==> src/rtl/paddle_input_filter.sv <==
// Paddle position filter. It alternates the ADC mux between the two pots and averages a burst
// of samples per channel. Each average is scaled to a paddle top Y, with hysteresis applied.
module paddle_input_filter #(
    parameter int unsigned SETTLE_CYCLES = 250,
    parameter int unsigned SAMPLE_GAP    = 16,
    parameter int unsigned AVG_LOG2      = 3,
    parameter int unsigned Y_MAX         = 480,
    parameter int unsigned PAD_SMALL     = 40,
    parameter int unsigned PAD_LARGE     = 80,
    parameter int unsigned HYST          = 2
) (
    input  logic       i_clk,
    input  logic       i_rst,
    input  logic [8:0] i_adc,
    input  logic       i_bat_size,
    output logic       o_sel,
    output logic [9:0] o_p1_y,
    output logic [9:0] o_p2_y,
    output logic       o_y_upd
);

    localparam int unsigned ACC_W   = 9 + AVG_LOG2;
    localparam int unsigned NSAMP   = 1 << AVG_LOG2;
    localparam int unsigned NS_W    = AVG_LOG2 + 1;
    localparam int unsigned CNT_MAX = (SETTLE_CYCLES > SAMPLE_GAP) ? SETTLE_CYCLES : SAMPLE_GAP;
    localparam int unsigned CNT_W   = $clog2(CNT_MAX + 1);
    localparam logic [9:0]  Y_RST   = 10'((Y_MAX - PAD_LARGE) / 2);

    typedef enum logic [1:0] {
        ST_SETTLE,
        ST_SAMPLE,
        ST_CALC_AVG,
        ST_CALC_SCALE
    } state_t;

    state_t             r_state;
    state_t             w_state_nxt;
    logic               r_ch;
    logic [CNT_W-1:0]   r_cnt;
    logic [NS_W-1:0]    r_nsamp;
    logic [ACC_W-1:0]   r_acc;
    logic [8:0]         r_avg;
    logic [9:0]         r_h;
    logic [9:0]         r_p1_y;
    logic [9:0]         r_p2_y;
    logic               r_y_upd;

    logic               w_settle_done;
    logic               w_capture;
    logic               w_last_samp;
    logic [9:0]         w_span;
    logic [18:0]        w_prod;
    logic [9:0]         w_cand;
    logic [9:0]         w_cur;
    logic signed [10:0] w_diff;
    logic [10:0]        w_absdiff;
    logic               w_take;

    assign w_settle_done = (r_cnt == CNT_W'(SETTLE_CYCLES - 1));
    assign w_capture     = (r_cnt == '0);
    assign w_last_samp   = (r_nsamp == NS_W'(NSAMP - 1));

    always_ff @(posedge i_clk) begin
        if (!i_rst) begin
            r_state <= ST_SETTLE;
        end else begin
            r_state <= w_state_nxt;
        end
    end

    always_comb begin
        w_state_nxt = r_state;
        case (r_state)
            ST_SETTLE:     if (w_settle_done) w_state_nxt = ST_SAMPLE;
            ST_SAMPLE:     if (w_capture && w_last_samp) w_state_nxt = ST_CALC_AVG;
            ST_CALC_AVG:   w_state_nxt = ST_CALC_SCALE;
            ST_CALC_SCALE: w_state_nxt = ST_SETTLE;
            default:       w_state_nxt = ST_SETTLE;
        endcase
    end

    // Scaling and hysteresis for the channel currently being finished
    always_comb begin
        w_span    = 10'(Y_MAX) - r_h;
        w_prod    = 19'(r_avg) * 19'(w_span);
        w_cand    = 10'(w_prod >> 9);
        w_cur     = r_ch ? r_p2_y : r_p1_y;
        w_diff    = $signed({1'b0, w_cand}) - $signed({1'b0, w_cur});
        w_absdiff = w_diff[10] ? -w_diff : w_diff;
        // A value left beyond the screen by a bat-size increase bypasses hysteresis
        w_take    = (w_cur > w_span) || (w_absdiff > 11'(HYST));
    end

    always_ff @(posedge i_clk) begin
        if (!i_rst) begin
            r_ch    <= 1'b0;
            r_cnt   <= '0;
            r_nsamp <= '0;
            r_acc   <= '0;
            r_avg   <= '0;
            r_h     <= '0;
            r_p1_y  <= Y_RST;
            r_p2_y  <= Y_RST;
            r_y_upd <= 1'b0;
        end else begin
            r_y_upd <= 1'b0;
            case (r_state)
                ST_SETTLE: begin
                    r_acc   <= '0;
                    r_nsamp <= '0;
                    r_cnt   <= w_settle_done ? '0 : r_cnt + CNT_W'(1);
                end
                ST_SAMPLE: begin
                    if (w_capture) begin
                        r_acc   <= r_acc + ACC_W'(i_adc);
                        r_nsamp <= r_nsamp + NS_W'(1);
                    end
                    r_cnt <= (r_cnt == CNT_W'(SAMPLE_GAP - 1)) ? '0 : r_cnt + CNT_W'(1);
                end
                ST_CALC_AVG: begin
                    r_cnt <= '0;
                    r_avg <= 9'(r_acc >> AVG_LOG2);
                    r_h   <= i_bat_size ? 10'(PAD_LARGE) : 10'(PAD_SMALL);
                end
                ST_CALC_SCALE: begin
                    r_cnt <= '0;
                    if (w_take) begin
                        if (r_ch) r_p2_y <= w_cand;
                        else      r_p1_y <= w_cand;
                    end
                    r_y_upd <= w_take && (w_cand != w_cur);
                    r_ch    <= ~r_ch;
                end
                default: r_cnt <= '0;
            endcase
        end
    end

    assign o_sel   = r_ch;
    assign o_p1_y  = r_p1_y;
    assign o_p2_y  = r_p2_y;
    assign o_y_upd = r_y_upd;

endmodule
==> config.mk <==
export PLATFORM = sky130hd
export DESIGN_NAME = paddle_input_filter
export DESIGN_NICKNAME = d
export VERILOG_FILES = /design/src/rtl/paddle_input_filter.sv
export SDC_FILE = /design/constraint.sdc
export NUM_CORES = 1
export LEC_CHECK = 0
export ABC_AREA = 1
export CAP_MARGIN = 10
export CORE_ASPECT_RATIO = 2
export CORE_MARGIN = 3
export CORE_UTILIZATION = 60
export CTS_CLUSTER_SIZE = 20
export DETAILED_ROUTE_END_ITERATION = 7
export GPL_TIMING_DRIVEN = 0
export PLACE_DENSITY = 0.8
export SKIP_CTS_REPAIR_TIMING = 1
export SLEW_MARGIN = 20
export SYNTH_ARGS = -nofsm -noshare
export SYNTH_HDL_FRONTEND = slang
export SYNTH_SLANG_ARGS = --single-unit
export TNS_END_PERCENT = 5
==> constraint.sdc <==
create_clock -name i_clk -period 8.35 [get_ports i_clk]
set_input_delay 0.835 -clock i_clk [delete_from_list [all_inputs] [get_ports i_clk]]
set_output_delay 0.835 -clock i_clk [all_outputs]
set_load 0.02 [all_outputs]
## After elaboration in Yosys (flattened, before gate mapping)

Index checks and enable logic that the tools add are counted.

| word-level totals | value |
|---|---|
| latch bits | 0 |
| logic and storage cells | 55 |
| memory bits (writable) | 0 |
| memories | 0 |
| memory bits (read-only) | 0 |
| output and inout bits | 22 |
| register bits | 67 |

| cells by class | value |
|---|---|
| shifts and indexed selects | 0 |
| add/subtract/negate cells | 6 |
| equal/unequal tests | 10 |
| reductions and logical operators | 12 |
| $lt $le $gt $ge | 2 |
| bitwise gates (word level) | 1 |
| multiplexer cells | 13 |
| divide/modulo/power cells | 0 |
| multiply operators | 1 |

Operators with widths:

| cell | number |
|---|---|
| $pmux W12 S2 | 1 |
| $pmux W8 S3 | 1 |
| $mul A9 B10 Y19 | 1 |
| $mux W8 | 2 |
| $add A12 B9 Y12 | 1 |
| $mux W12 | 1 |
| $gt A11 B2 Y1 const B | 1 |
| $mux W11 | 1 |
| $neg A11 Y11 | 1 |
| $sub A10 B10 Y11 | 1 |
| $gt A10 B10 Y1 | 1 |
| $mux W10 | 1 |
| $ne A10 B10 Y1 | 1 |
| $sub A9 B10 Y10 const A | 1 |
| $add A8 B1 Y8 const B | 1 |
| $eq A8 B4 Y1 const B | 1 |
| $eq A8 B8 Y1 const B | 1 |
| $logic_not A8 Y1 | 1 |
| $pmux W2 S4 | 1 |
| $pmux W4 S2 | 1 |
| $mux W7 | 1 |
| $ne A2 B2 Y1 const B | 3 |
| $reduce_and A2 Y1 | 3 |
| $reduce_and A3 Y1 | 2 |
| 12 further kinds | 15 |

## Logic depth before layout (Yosys ltp)

Gate-level depths: netlist of the first run.

| logic depth | value |
|---|---|
| word-level depth | 8 |
| mapped depth | 43 |
| mapped depth without buffers | 42 |

## Worst setup path after synthesis of the first run

Ideal clock, no wire load.

| timing path | value |
|---|---|
| path kind | reg2reg |
| from | register r_h[5] |
| to | register r_p2_y[0], in the netlist o_p2_y[0] |
| setup slack | 1.956 ns |
| required time | 8.237 ns |
| data arrival time | 6.281 ns |
| cell stages (with the launch flop) | 40 |
| cell sequence | dfxtp_1 > buf_4 > inv_1 > ha_1 > clkbuf_1 > nand2_1 > fa_1 > fa_1 > inv_1 > fa_1 > inv_1 > fa_1 > inv_1 > ha_1 > nand2_1 > inv_1 > nand2_1 > nand2_1 > (+4 left out) > nand2_1 > o21ai_0 > nand2_1 > inv_1 > nor2_1 > nor3_1 > nand2_1 > nand3b_4 > nor2_1 > nand2_1 > nand2_1 > nand3_1 > nand2_1 > nand2_1 > nor2_2 > nor2_2 > nor2_1 > nor2_1 |

| on the way | value |
|---|---|
| longest elaborated chain between the ends | 8 |

Ends and longest elaborated chain:

| what | line | text |
|---|---|---|
| start, declared | 43 | `logic [9:0] r_h;` |
| start signal, assigned | 123 | `r_h <= i_bat_size ? 10'(PAD_LARGE) : 10'(PAD_SMALL);` |
| $sub A9 B10 Y10 * | 84 | `w_span = 10'(Y_MAX) - r_h;` |
| $mul A9 B10 Y19 * | 85 | `w_prod = 19'(r_avg) * 19'(w_span);` |
| via w_prod[12] | 52 | `logic [18:0] w_prod;` |
| $sub A10 B10 Y11 * | 88 | `w_diff = $signed({1'b0, w_cand}) - $signed({1'b0, w_cur});` |
| $neg A11 Y11 | 89 | `w_absdiff = w_diff[10] ? -w_diff : w_diff;` |
| $mux W11 * | 89 |  |
| $gt A11 B2 Y1 * | 91 | `w_take = (w_cur > w_span) \|\| (w_absdiff > 11'(HYST));` |
| $logic_or A1 B1 Y1 * | 91 |  |
| $reduce_and A3 Y1 (no line) * | - |  |
| end signal, assigned | 128 | `if (r_ch) r_p2_y <= w_cand;` |
| end, declared | 45 | `logic [9:0] r_p2_y;` |

The timed path passes the listed nets; every way through them passes the cells marked *.
A chain may end at the register's enable or synchronous reset.

## Worst setup path after layout of the first run

Ends and elaborated chain as after synthesis.

==> results.py, run 1 <==
metrics = {
    "cts": {
        "clkSinkCount": 59,
        "path_clk_slew_ns": 0.06,
        "clock_insertion_delay_worst_skew_ns": 0.33,
        "cts_tree": "built",
        "cts_made_buffers": 9,
        "htree_levels": 3,
        "cts_buffer_depth": 2,
        "root_buffer": "clkbuf_16",
    },
    "routing": {
        "drt_iter0_drc": 412,
        "viasPerCell": 5.65,
        "wl_um": 15200,
        "wl_per_cell_um": 15.3,
        "drc_errors": 0,
        "firstDrtPassIters": 5,
        "detail-route-antenna-nets": 0,
        "vias": 5608,
    },
    "synth": {
        "yosysWarnings": 0,
        "synthAdderAreaFrac_pct": 25.3,
        "post_synth.cell_area_avg_um2": 6.83,
        "synthTopCellsByCount": "nand2_1, inv_1, nor2_1",
        "synth_top_family_by_area": "simple AND/OR/NAND/NOR gates",
        "yosysMostFrequentCell": "nand2_1",
        "synth_ff_type": "dfxtp_1",
        "synth-compound-area-share_pct": 9.21,
        "synth-simple-area-share_pct": 31.7,
        "synth_area_um2": 5750,
        "synth_top_area_cell": "dfxtp_1",
        "synth.top_cell.area_share_pct": 20.6,
        "synth-async-reset-ratio_pct": 0,
        "yosys.area_share.xor_xnor_pct": 1.98,
        "synth_edf_count": 0,
        "synth_seq_area_share_pct": 20.6,
        "syn-num-nets": 952,
        "synthMuxAreaShare_pct": 0.523,
        "ys_seq_elements": 59,
        "synth_cell_type_count": 39,
        "syn_inst": 842,
        "synth_area_leaders": "dfxtp_1, ha_1, nand2_1",
    },
    "worst_setup_path": {
        "arrival_ns": 8.05,
        "critPathKind": "register to register",
        "critPathLaunchType": "register",
        "cp_max_fo": 10,
        "end_kind": "register",
        "max_stage_delay_ns": 0.54,
        "crit_path_frequent_cell": "nand2_1",
        "cpMaxStageDelayCell": "fa_1",
        "worstPathRequired_ns": 8.62,
    },
    "place": {
        "place_ws_ns": 0.746,
        "gp_congestion": 0.975,
        "dpl.hpwl_um": 12500,
        "dpl-instance-area_um2": 6200,
        "io_buffers": 33,
    },
    "timing": {
        "fin_crit_sh_pct": 93.2,
        "layout_min_cycle_time_ns": 7.78,
        "maxSlewHeadroom_pct": 38.4,
        "final-hold-violation-count": 0,
        "timing.hold.ws_ns": 0.469,
        "setup_tns_ns": 0,
        "tightest_slew_ns": 0.914,
        "setup_viol": 0,
        "drv_slew": 0,
        "setup_slack_ns": 0.570,
        "skew_ns": 0.0101,
        "rsz0062_at_grt": "false",
        "fmax_mhz": 129,
    },
    "global_route": {
        "antenna_found_initial": 0,
        "grt_pass1_vias": 5699,
        "grt_start_max_net_pins": 12,
        "gr-usage-all-layers_pct": 30.0,
        "grt_pass1_wl_um": 24800,
        "overflow": 0,
    },
    "run": {
        "maxCapViolCount": 0,
    },
    "die": {
        "die_h_um": 144,
        "num_io_pins": 34,
        "core_um2": 9140,
        "die_area_um2": 10900,
        "num_rows": 49,
        "die_x_um": 75.2,
        "start_util_pct": 62.9,
    },
    "finish": {
        "utilization_pct": 71.3,
        "design_area_um2": 6510,
        "drive_above_1_share_pct": 6.73,
        "syn_to_final_growth_pct": 13.3,
        "num-nets-final": 996,
        "antennaDiodeCount": 0,
    },
    "power": {
        "vdd_drop_max_v": 0.000326,
        "p_leak_nw": 3.39,
        "power_density_nw_per_um2": 424,
    },
    "min_path": {
        "hold_class": "register to register",
    },
    "outcome": {
        "status": "finished clean",
    },
}
==> critical path: cells and delay by family (launching register included) <==
family	cells	cell delay, ns
buffers and inverters	9	1.06
flip-flops	1	0.38
adder cells (fa/ha/maj)	7	3.16
AO/OA/AOI/OAI	1	0.25
AND/OR/NAND/NOR	20	2.43
XOR/XNOR	1	0.43
==> area by class of cell <==
| cell class | instances | area [um^2] |
|---|---|---|
| Multi-Input combinational cell | 624 | 3950 |
| Fill cell | 733 | 2630 |
| Sequential cell | 59 | 1180 |
| Inverter | 144 | 541 |
| Timing Repair Buffer | 33 | 330 |
| Clock buffer | 10 | 239 |
| Tap cell | 102 | 128 |
| Buffer | 15 | 80.1 |
| Clock inverter | 6 | 65.1 |
==> cells by family (layout without fill, tap and decap cells) <==
kind of cell,after synthesis,in the layout
AND/OR/NAND/NOR,413,413
buffers and inverters,159,208
adder cells (fa/ha/maj),98,98
AO/OA/AOI/OAI,97,97
flip-flops,59,59
XOR/XNOR,13,13
multiplexers,3,3
==> stage by stage <==
step | cells | total power, mW
floorplan | 842 | 1.83
global placement | 977 | 2.24
detailed placement | 977 | 2.33
CTS | 993 | 2.71
global route | 993 | 3.05
finish | 993 | 2.76
==> report_power, final <==
group / switching (mW) / internal (mW)
clock: 0.135 / 0.239
combinational: 1.35 / 0.673
sequential: 0.0416 / 0.321
total: 1.53 / 1.23
==> flip-flops by register name, summed over array words and instances (netlist names), 2 cells and up <==
name     flops
r_state      2
r_h          2
r_acc       12
r_avg        9
o_p1_y      10
o_p2_y      10
r_nsamp      4
r_cnt        8
==> layer usage <==
metal / vias up / track usage [%] / part of all wire (%)
met2: 186 / 54.9 / 54
met4: 0 / 27.7 / 10
li1: 2758 / - / -
met5: - / 0 / 0
met3: 93 / 4.73 / 3.5
met1: 2571 / 26.0 / 32
==> placed cells by master (no fill, tap or decap), types with 30 or more instances in the layout <==
master and instances:
o21ai_0 36, nand2_1 202, clkdlybuf4s50_1 33, dfxtp_1 59, nor2_1 87, inv_1 140, ha_1 68, nand3_1 67
a21oi_1 47, fa_1 30
==> final timing paths <==
path	from	to	slack [ns]	cells past startpoint
setup / recovery	r_h[5]	o_p2_y[0]	0.57	38
hold / removal	r_cnt[0]	r_cnt[0]	0.47	1
setup reg to reg	r_h[5]	o_p2_y[0]	0.57	38
hold reg to reg	r_cnt[0]	r_cnt[0]	0.47	1
No activity file was read; power rests on OpenSTA's default activity.
==> inputs of run 2 (changes only) <==
PLACE_DENSITY = not set   (was 0.8)
PLACE_DENSITY_LB_ADDON = 0.25   (was not set)
==> results.py, run 2 (synthesis results as in run 1) <==
metrics = {
    "outcome": {
        "status": "finished clean",
    },
    "timing": {
        "setup_slack_ns": 0.687,
        "setup_viol": 0,
        "setup_tns_ns": 0,
        "skew_ns": 0.00622,
        "drv_slew": 0,
        "tightest_slew_ns": 0.838,
        "maxSlewHeadroom_pct": 43.3,
        "rsz0062_at_grt": "false",
        "layout_min_cycle_time_ns": 7.66,
        "final-hold-violation-count": 0,
        "fmax_mhz": 130,
        "fin_crit_sh_pct": 91.8,
    },
    "global_route": {
        "grt_pass1_vias": 5446,
        "antenna_found_initial": 0,
        "grt_pass1_wl_um": 23300,
        "grt_start_max_net_pins": 12,
        "gr-usage-all-layers_pct": 28.1,
        "overflow": 0,
    },
    "worst_setup_path": {
        "cp_max_fo": 10,
        "worstPathRequired_ns": 8.57,
        "rr_worst_depth": 34,
        "cpMaxStageDelayCell": "fa_1",
        "critPathKind": "register to register",
        "end_kind": "register",
        "max_stage_delay_ns": 0.54,
        "arrival_ns": 7.89,
        "critPathLaunchType": "register",
    },
    "routing": {
        "wl_per_cell_um": 14.4,
        "viasPerCell": 5.54,
        "drc_errors": 0,
        "vias": 5501,
        "wl_um": 14300,
        "drt_iter0_drc": 269,
        "detail-route-antenna-nets": 0,
        "firstDrtPassIters": 5,
    },
    "run": {
        "maxCapViolCount": 0,
    },
    "die": {
        "die_x_um": 75.2,
        "start_util_pct": 62.9,
        "core_um2": 9140,
        "num_io_pins": 34,
        "num_rows": 49,
        "die_area_um2": 10900,
        "die_h_um": 144,
    },
    "finish": {
        "fillers": 752,
        "syn_to_final_growth_pct": 13.0,
        "antennaDiodeCount": 0,
        "design_area_um2": 6490,
        "final_common_cell": "nand2_1",
        "stdcell_count": 993,
        "drive_above_1_share_pct": 6.62,
        "layout_common_cells": "nand2_1, inv_1, nor2_1",
        "num-nets-final": 996,
        "largest_register_ffs": 12,
        "top_register": "r_acc",
    },
    "cts": {
        "clock_insertion_delay_worst_skew_ns": 0.33,
        "cts_made_buffers": 9,
        "cts_buffer_depth": 2,
        "cts_tree": "built",
        "clkSinkCount": 59,
        "path_clk_slew_ns": 0.05,
        "root_buffer": "clkbuf_16",
        "htree_levels": 3,
    },
    "place": {
        "gp_congestion": 0.968,
        "placedCellCount": 977,
        "dpl-instance-area_um2": 6200,
        "place_ws_ns": 0.789,
        "dpl.hpwl_um": 11900,
        "io_buffers": 33,
    },
    "power": {
        "p_leak_nw": 3.38,
        "vdd_drop_max_v": 0.000288,
        "total_power_mw": 2.66,
        "power_density_nw_per_um2": 410,
    },
    "min_path": {
        "hold_class": "register to register",
        "whs_path_depth": 2,
    },
}
[run 2: changes by cell type in the layout (fill, tap and decap cells not counted)]
cell	change
clkinvlp_4	+1
clkbuf_8	+1
clkbuf_1	+1
clkbuf_2	-1
clkinv_2	-1
bufinv_16	-1
[run 2: where the power goes]
group	internal, mW	switching [mW]
logic	0.668	1.28
clock network	0.217	0.135
registers	0.321	0.0414
[run 2: final timing paths]
path,start,endpoint,slack (ns)
worst max-delay path,r_h[5],o_p1_y[0],0.69
worst min-delay path,r_acc[11],r_acc[11],0.47
worst max register to register,r_h[5],o_p1_y[0],0.69
worst min register to register,r_acc[11],r_acc[11],0.47
[run 2: through the flow]
| stage | util [%] | hold WS, ns |
|---|---|---|
| 2_1_floorplan | - | 0.433 |
| 3_3_place_gp | 67.9 | 0.445 |
| 3_5_place_dp | 67.9 | 0.461 |
| 4_1_cts | 71.1 | 0.469 |
| 5_1_grt | 71.1 | 0.496 |
| 6_report | 71.1 | 0.469 |
[run 2: worst max-delay path: cells and delay by family (launching register included)]
| family | cells | cell delay [ns] |
|---|---|---|
| compound gates | 3 | 0.72 |
| xor+xnor | 1 | 0.15 |
| fa+ha+maj | 7 | 3.20 |
| buf+inv | 8 | 1.02 |
| flops | 1 | 0.38 |
| simple gates | 15 | 2.08 |
[run 2: metal layers]
layer | up-vias | track usage (%) | wire, um
met1 | 2554 | 25.1 | 4920
met5 | - | 0 | 0
met3 | 52 | 3.62 | 418
met4 | 0 | 18.2 | 986
met2 | 141 | 54.9 | 8010
li1 | 2754 | - | -
[run 2: final cells by class]
cell class	count	area (um^2)	share of cell area, %
Tap cell	102	128	1.96
Clock buffer	11	253	3.89
Inverter	144	541	8.32
Timing Repair Buffer	33	330	5.09
Buffer	15	78.8	1.21
Sequential cell	59	1180	18.2
Clock inverter	5	37.5	0.578
Multi-Input combinational cell	624	3950	60.8
==> edit 1 (config.mk and constraints of run 1) <==
Re-encode `state_t` (4 states) as Gray code, 2 bits wide.
--- a/src/rtl/paddle_input_filter.sv
+++ b/src/rtl/paddle_input_filter.sv
@@ -27,10 +27,10 @@
     localparam logic [9:0]  Y_RST   = 10'((Y_MAX - PAD_LARGE) / 2);
 
     typedef enum logic [1:0] {
-        ST_SETTLE,
-        ST_SAMPLE,
-        ST_CALC_AVG,
-        ST_CALC_SCALE
+        ST_SETTLE     = 2'b00,
+        ST_SAMPLE     = 2'b01,
+        ST_CALC_AVG   = 2'b11,
+        ST_CALC_SCALE = 2'b10
     } state_t;
 
     state_t             r_state;
Formal check against the unedited RTL: no difference found for any inputs over 10 cycles, from zero or initial values and one cycle with i_rst low; not proved beyond that.
==> edit 1 against run 1 <==
- clock skew is 0.0026 ns lower
- critical path type unchanged
- count of clock-buffer cells in the layout stayed put
- area after synthesis down 2.8%
- sequential share of layout area rose by 0.57 points
- sequential cell count unchanged
- largest cell class unchanged
- routed wire length is 4.5% lower
- design area is 3.1% lower
- worst setup slack gained 0.12 ns
Power is left out: it rests on default switching activity, and per cell area and clock period it moved more than threefold.
==> edit 1: results (changes against run 1) <==
fin_worst_skew_ns: 0.00753  # was 0.0101 ns
ys_seq_area_share_pct: 21.2  # was 20.6%
hp-start: "r_cnt[0]"  # unchanged
avgViaCountPerCell: 5.64  # was 5.65
hold_ws_ns: 0.465  # was 0.469 ns
synthTopCellsByArea: "dfxtp_1, ha_1, nand2_1"  # unchanged
wl_per_cell_um: 15.4  # was 15.3 um
fin_nets: 943  # was 996
wl_met2_um: 8000  # was 8260 um
synthesis.nets: 899  # was 952
fill_cells: 772  # was 733
grt_max_degree: 11  # was 12
yosysUniqueCellTypes: 44  # was 39
slew-limit-headroom_pct: 55.5  # was 38.4%
wl_met1_um: 4790  # was 4850 um
placed_area_sq_um: 6040  # was 6200 sq um
hold_viol_final: 0  # unchanged
reg2reg_slack_ns: 0.69  # was 0.57 ns
drive_gt1_share_pct: 8.32  # was 6.73%
regMostFlops: "r_acc"  # unchanged
post-dp-hpwl_um: 11900  # was 12,500 um
worstPathArrival_ns: 7.88  # was 8.05 ns
grt.total_usage_pct: 29.3  # was 30.0%
gp_congestion: 0.968  # was 0.975
grt_pass1_wl_um: 23900  # was 24,800 um
synth_commonest_cells: "nand2_1, inv_1, nor2_1"  # unchanged
outcome: "completed"  # unchanged
async_flop_share_pct: 0  # unchanged
wl_met3_um: 421  # was 525 um
drtIter0Drc: 258  # was 412
grt_pass1_vias: 5469  # was 5,699
slowest_delay_ns: 0.54  # about the same
edit 1: cells by family (layout without fill, tap and decap cells):
kind of cell | count (synthesis) | after routing | share of synthesized area, %
AOI/OAI and AO/OA | 97 | 97 | 9.28
xor gates and xnor gates | 15 | 15 | 2.35
adders and majority gates | 94 | 94 | 25.1
buffers and inverters | 151 | 199 | 10.8
DFF | 59 | 59 | 21.2
muxes | 2 | 2 | 0.359
and+or+nand+nor | 375 | 375 | 31.0
edit 1: final timing paths:
path / to / depth (start not counted)
max: o_p2_y[0] / 37
min: r_cnt[0] / 1
max reg2reg: o_p2_y[0] / 37
min reg2reg: r_cnt[0] / 1
edit 1: layout make-up:
| type | count | share of cell area [%] |
|---|---|---|
| tap | 102 | 2.02 |
| buffer | 17 | 1.59 |
| clock buffer | 10 | 3.79 |
| multi-input combinational | 583 | 60.2 |
| sequential | 59 | 18.7 |
| inverter | 134 | 7.97 |
| clock inverter | 5 | 0.476 |
| timing repair buffer | 33 | 5.23 |
edit 1: per-layer routing:
layer  vias to the layer above  GRT usage (%)
met5                         -              0
met4                         0           24.3
met3                        82           5.37
met2                       145           54.6
met1                      2474           25.3
li1                       2617              -
edit 1: critical path: cells and delay by family (launching register included):
family	cells	cell delay (ns)
flops	1	0.38
compound gates	3	0.59
xor+xnor	1	0.51
buf+inv	10	1.28
simple gates	16	1.56
fa+ha+maj	7	3.23
edit 1: stage by stage:
stage,std cells,util (%),setup WS [ns]
4_1_cts,943,70.0,0.764
2_1_floorplan,793,-,1.98
3_5_place_dp,928,67.0,0.785
6_report,943,70.0,0.687
3_3_place_gp,928,67.0,0.990
5_1_grt,943,70.0,0.128
==> edit 2 (settings of run 1) <==
Made on the original files. Set the parameter `Y_MAX` to 256 (it was 480).
--- a/src/rtl/paddle_input_filter.sv
+++ b/src/rtl/paddle_input_filter.sv
@@ -4,7 +4,7 @@
     parameter int unsigned SETTLE_CYCLES = 250,
     parameter int unsigned SAMPLE_GAP    = 16,
     parameter int unsigned AVG_LOG2      = 3,
-    parameter int unsigned Y_MAX         = 480,
+    parameter int unsigned Y_MAX         = 256,
     parameter int unsigned PAD_SMALL     = 40,
     parameter int unsigned PAD_LARGE     = 80,
     parameter int unsigned HYST          = 2
Formal check against the unedited RTL: not equivalent (Yosys sat finds a counterexample within 4 cycles, from zero or initial values and one cycle with i_rst low).
==> edit 2 against run 1 <==
- sequential share of layout area about the same
- worst hold slack improved by 0.0011 ns
- design area decreased by 0.27%
- clock skew decreased by 0.0022 ns
- sequential power increased by 1%
- sequential cell count unchanged
- worst setup slack improved by 0.30 ns
- area after synthesis decreased by 0.24%
- routed wire length decreased by 1.1%
- synthesized cell count decreased by 1.7%
- power decreased by 35%
- largest cell class unchanged
==> edit 2: results (changes against run 1) <==
clk_latency_ns: 0.33  # about the same
final_cells: 979  # was 993
grt_max_degree: 13  # was 12
synth_xor_area_share_pct: 2.44  # was 1.98%
post-dp-hpwl_um: 12300  # was 12,500 um
synth_cells: 828  # was 842
vias: 5491  # was 5,608
synthesis.nets: 941  # was 952
slew-limit-headroom_pct: 41.4  # was 38.4%
htreeDepth: 3  # unchanged
worstPathArrival_ns: 7.70  # was 8.05 ns
drive_gt1_share_pct: 7.18  # was 6.73%
ys_seq_area_share_pct: 20.6  # about the same
ir_worst_vdd_v: 0.000243  # was 0.000326 V
p_leak_nw: 3.43  # was 3.39 nW
synthAdderAreaFrac_pct: 26.0  # was 25.3%
gp_congestion: 0.932  # was 0.975
synthTopCellsByArea: "dfxtp_1, ha_1, nand2_1"  # unchanged
grt_pass1_vias: 5607  # was 5,699
synth_commonest_cells: "nand2_1, inv_1, ha_1"  # was nand2_1, inv_1, nor2_1
placedCellCount: 963  # was 977
fin_nets: 985  # was 996
dp_slack_ns: 0.966  # was 0.746 ns
drtIter0Drc: 307  # was 412
synthMuxAreaShare_pct: 0.349  # was 0.523%
yosysUniqueCellTypes: 40  # was 39
grt.total_usage_pct: 29.6  # was 30.0%
cts-root-buf: "clkbuf_16"  # unchanged
synth_compound_area_share_pct: 9.86  # was 9.21%
wl_per_cell_um: 15.4  # was 15.3 um
fin_worst_skew_ns: 0.00786  # was 0.0101 ns
placed_area_sq_um: 6190  # was 6200 sq um
grt_pass1_wl_um: 24500  # was 24,800 um
outcome: "completed"  # unchanged
slowest_delay_ns: 0.55
[edit 2: changes by cell type after synthesis, moves of 3 or more]
cell and change:
nor2_1 -23, nand2_1 -12, a21oi_1 +10, nand3_1 -10
nand2_2 +6, inv_1 +5, nand4_1 +4, nor2_2 -4
clkbuf_1 +3, ha_1 +3, o21ai_1 +3
[edit 2: power breakdown]
group | switching [mW] | total [mW] | internal (mW) | leakage [nW]
Sequential | 0.0471 | 0.368 | 0.321 | 0.478
Combinational | 0.672 | 1.04 | 0.369 | 2.80
Clock | 0.143 | 0.376 | 0.233 | 0.142
Total | 0.862 | 1.79 | 0.923 | 3.43
[edit 2: final timing paths]
kind	startpoint	to	slack, ns	cells after the start
worst min-delay path	r_acc[11]	r_acc[11]	0.47	2
worst min register to register	r_acc[11]	r_acc[11]	0.47	2
worst max register to register	r_h[5]	o_p1_y[8]	0.87	33
worst max-delay path	r_h[5]	o_p1_y[8]	0.87	33
[edit 2: worst max-delay path, delay by kind of cell (launching register included)]
family / cells / cell delay, ns
flip-flops: 1 / 0.35
buffers and inverters: 9 / 1.27
AO/OA/AOI/OAI: 2 / 0.38
AND/OR/NAND/NOR: 14 / 1.98
adder cells (fa/ha/maj): 7 / 2.99
XOR/XNOR: 1 / 0.39
[edit 2: layout make-up]
cell class / count / area [sq um]
clock buffer: 9 / 225
timing repair buffer: 33 / 330
sequential: 59 / 1180
clock inverter: 7 / 76.3
tap: 102 / 128
buffer: 20 / 105
fill: 748 / 2640
inverter: 150 / 563
multi-input combinational: 599 / 3880
[edit 2: metal layers]
layer	vias up	wire [um]	track usage (%)
li1	2713	-	-
met1	2578	5020	26.0
met2	131	8410	56.5
met3	69	330	3.20
met4	0	1260	23.8
met5	-	0	0
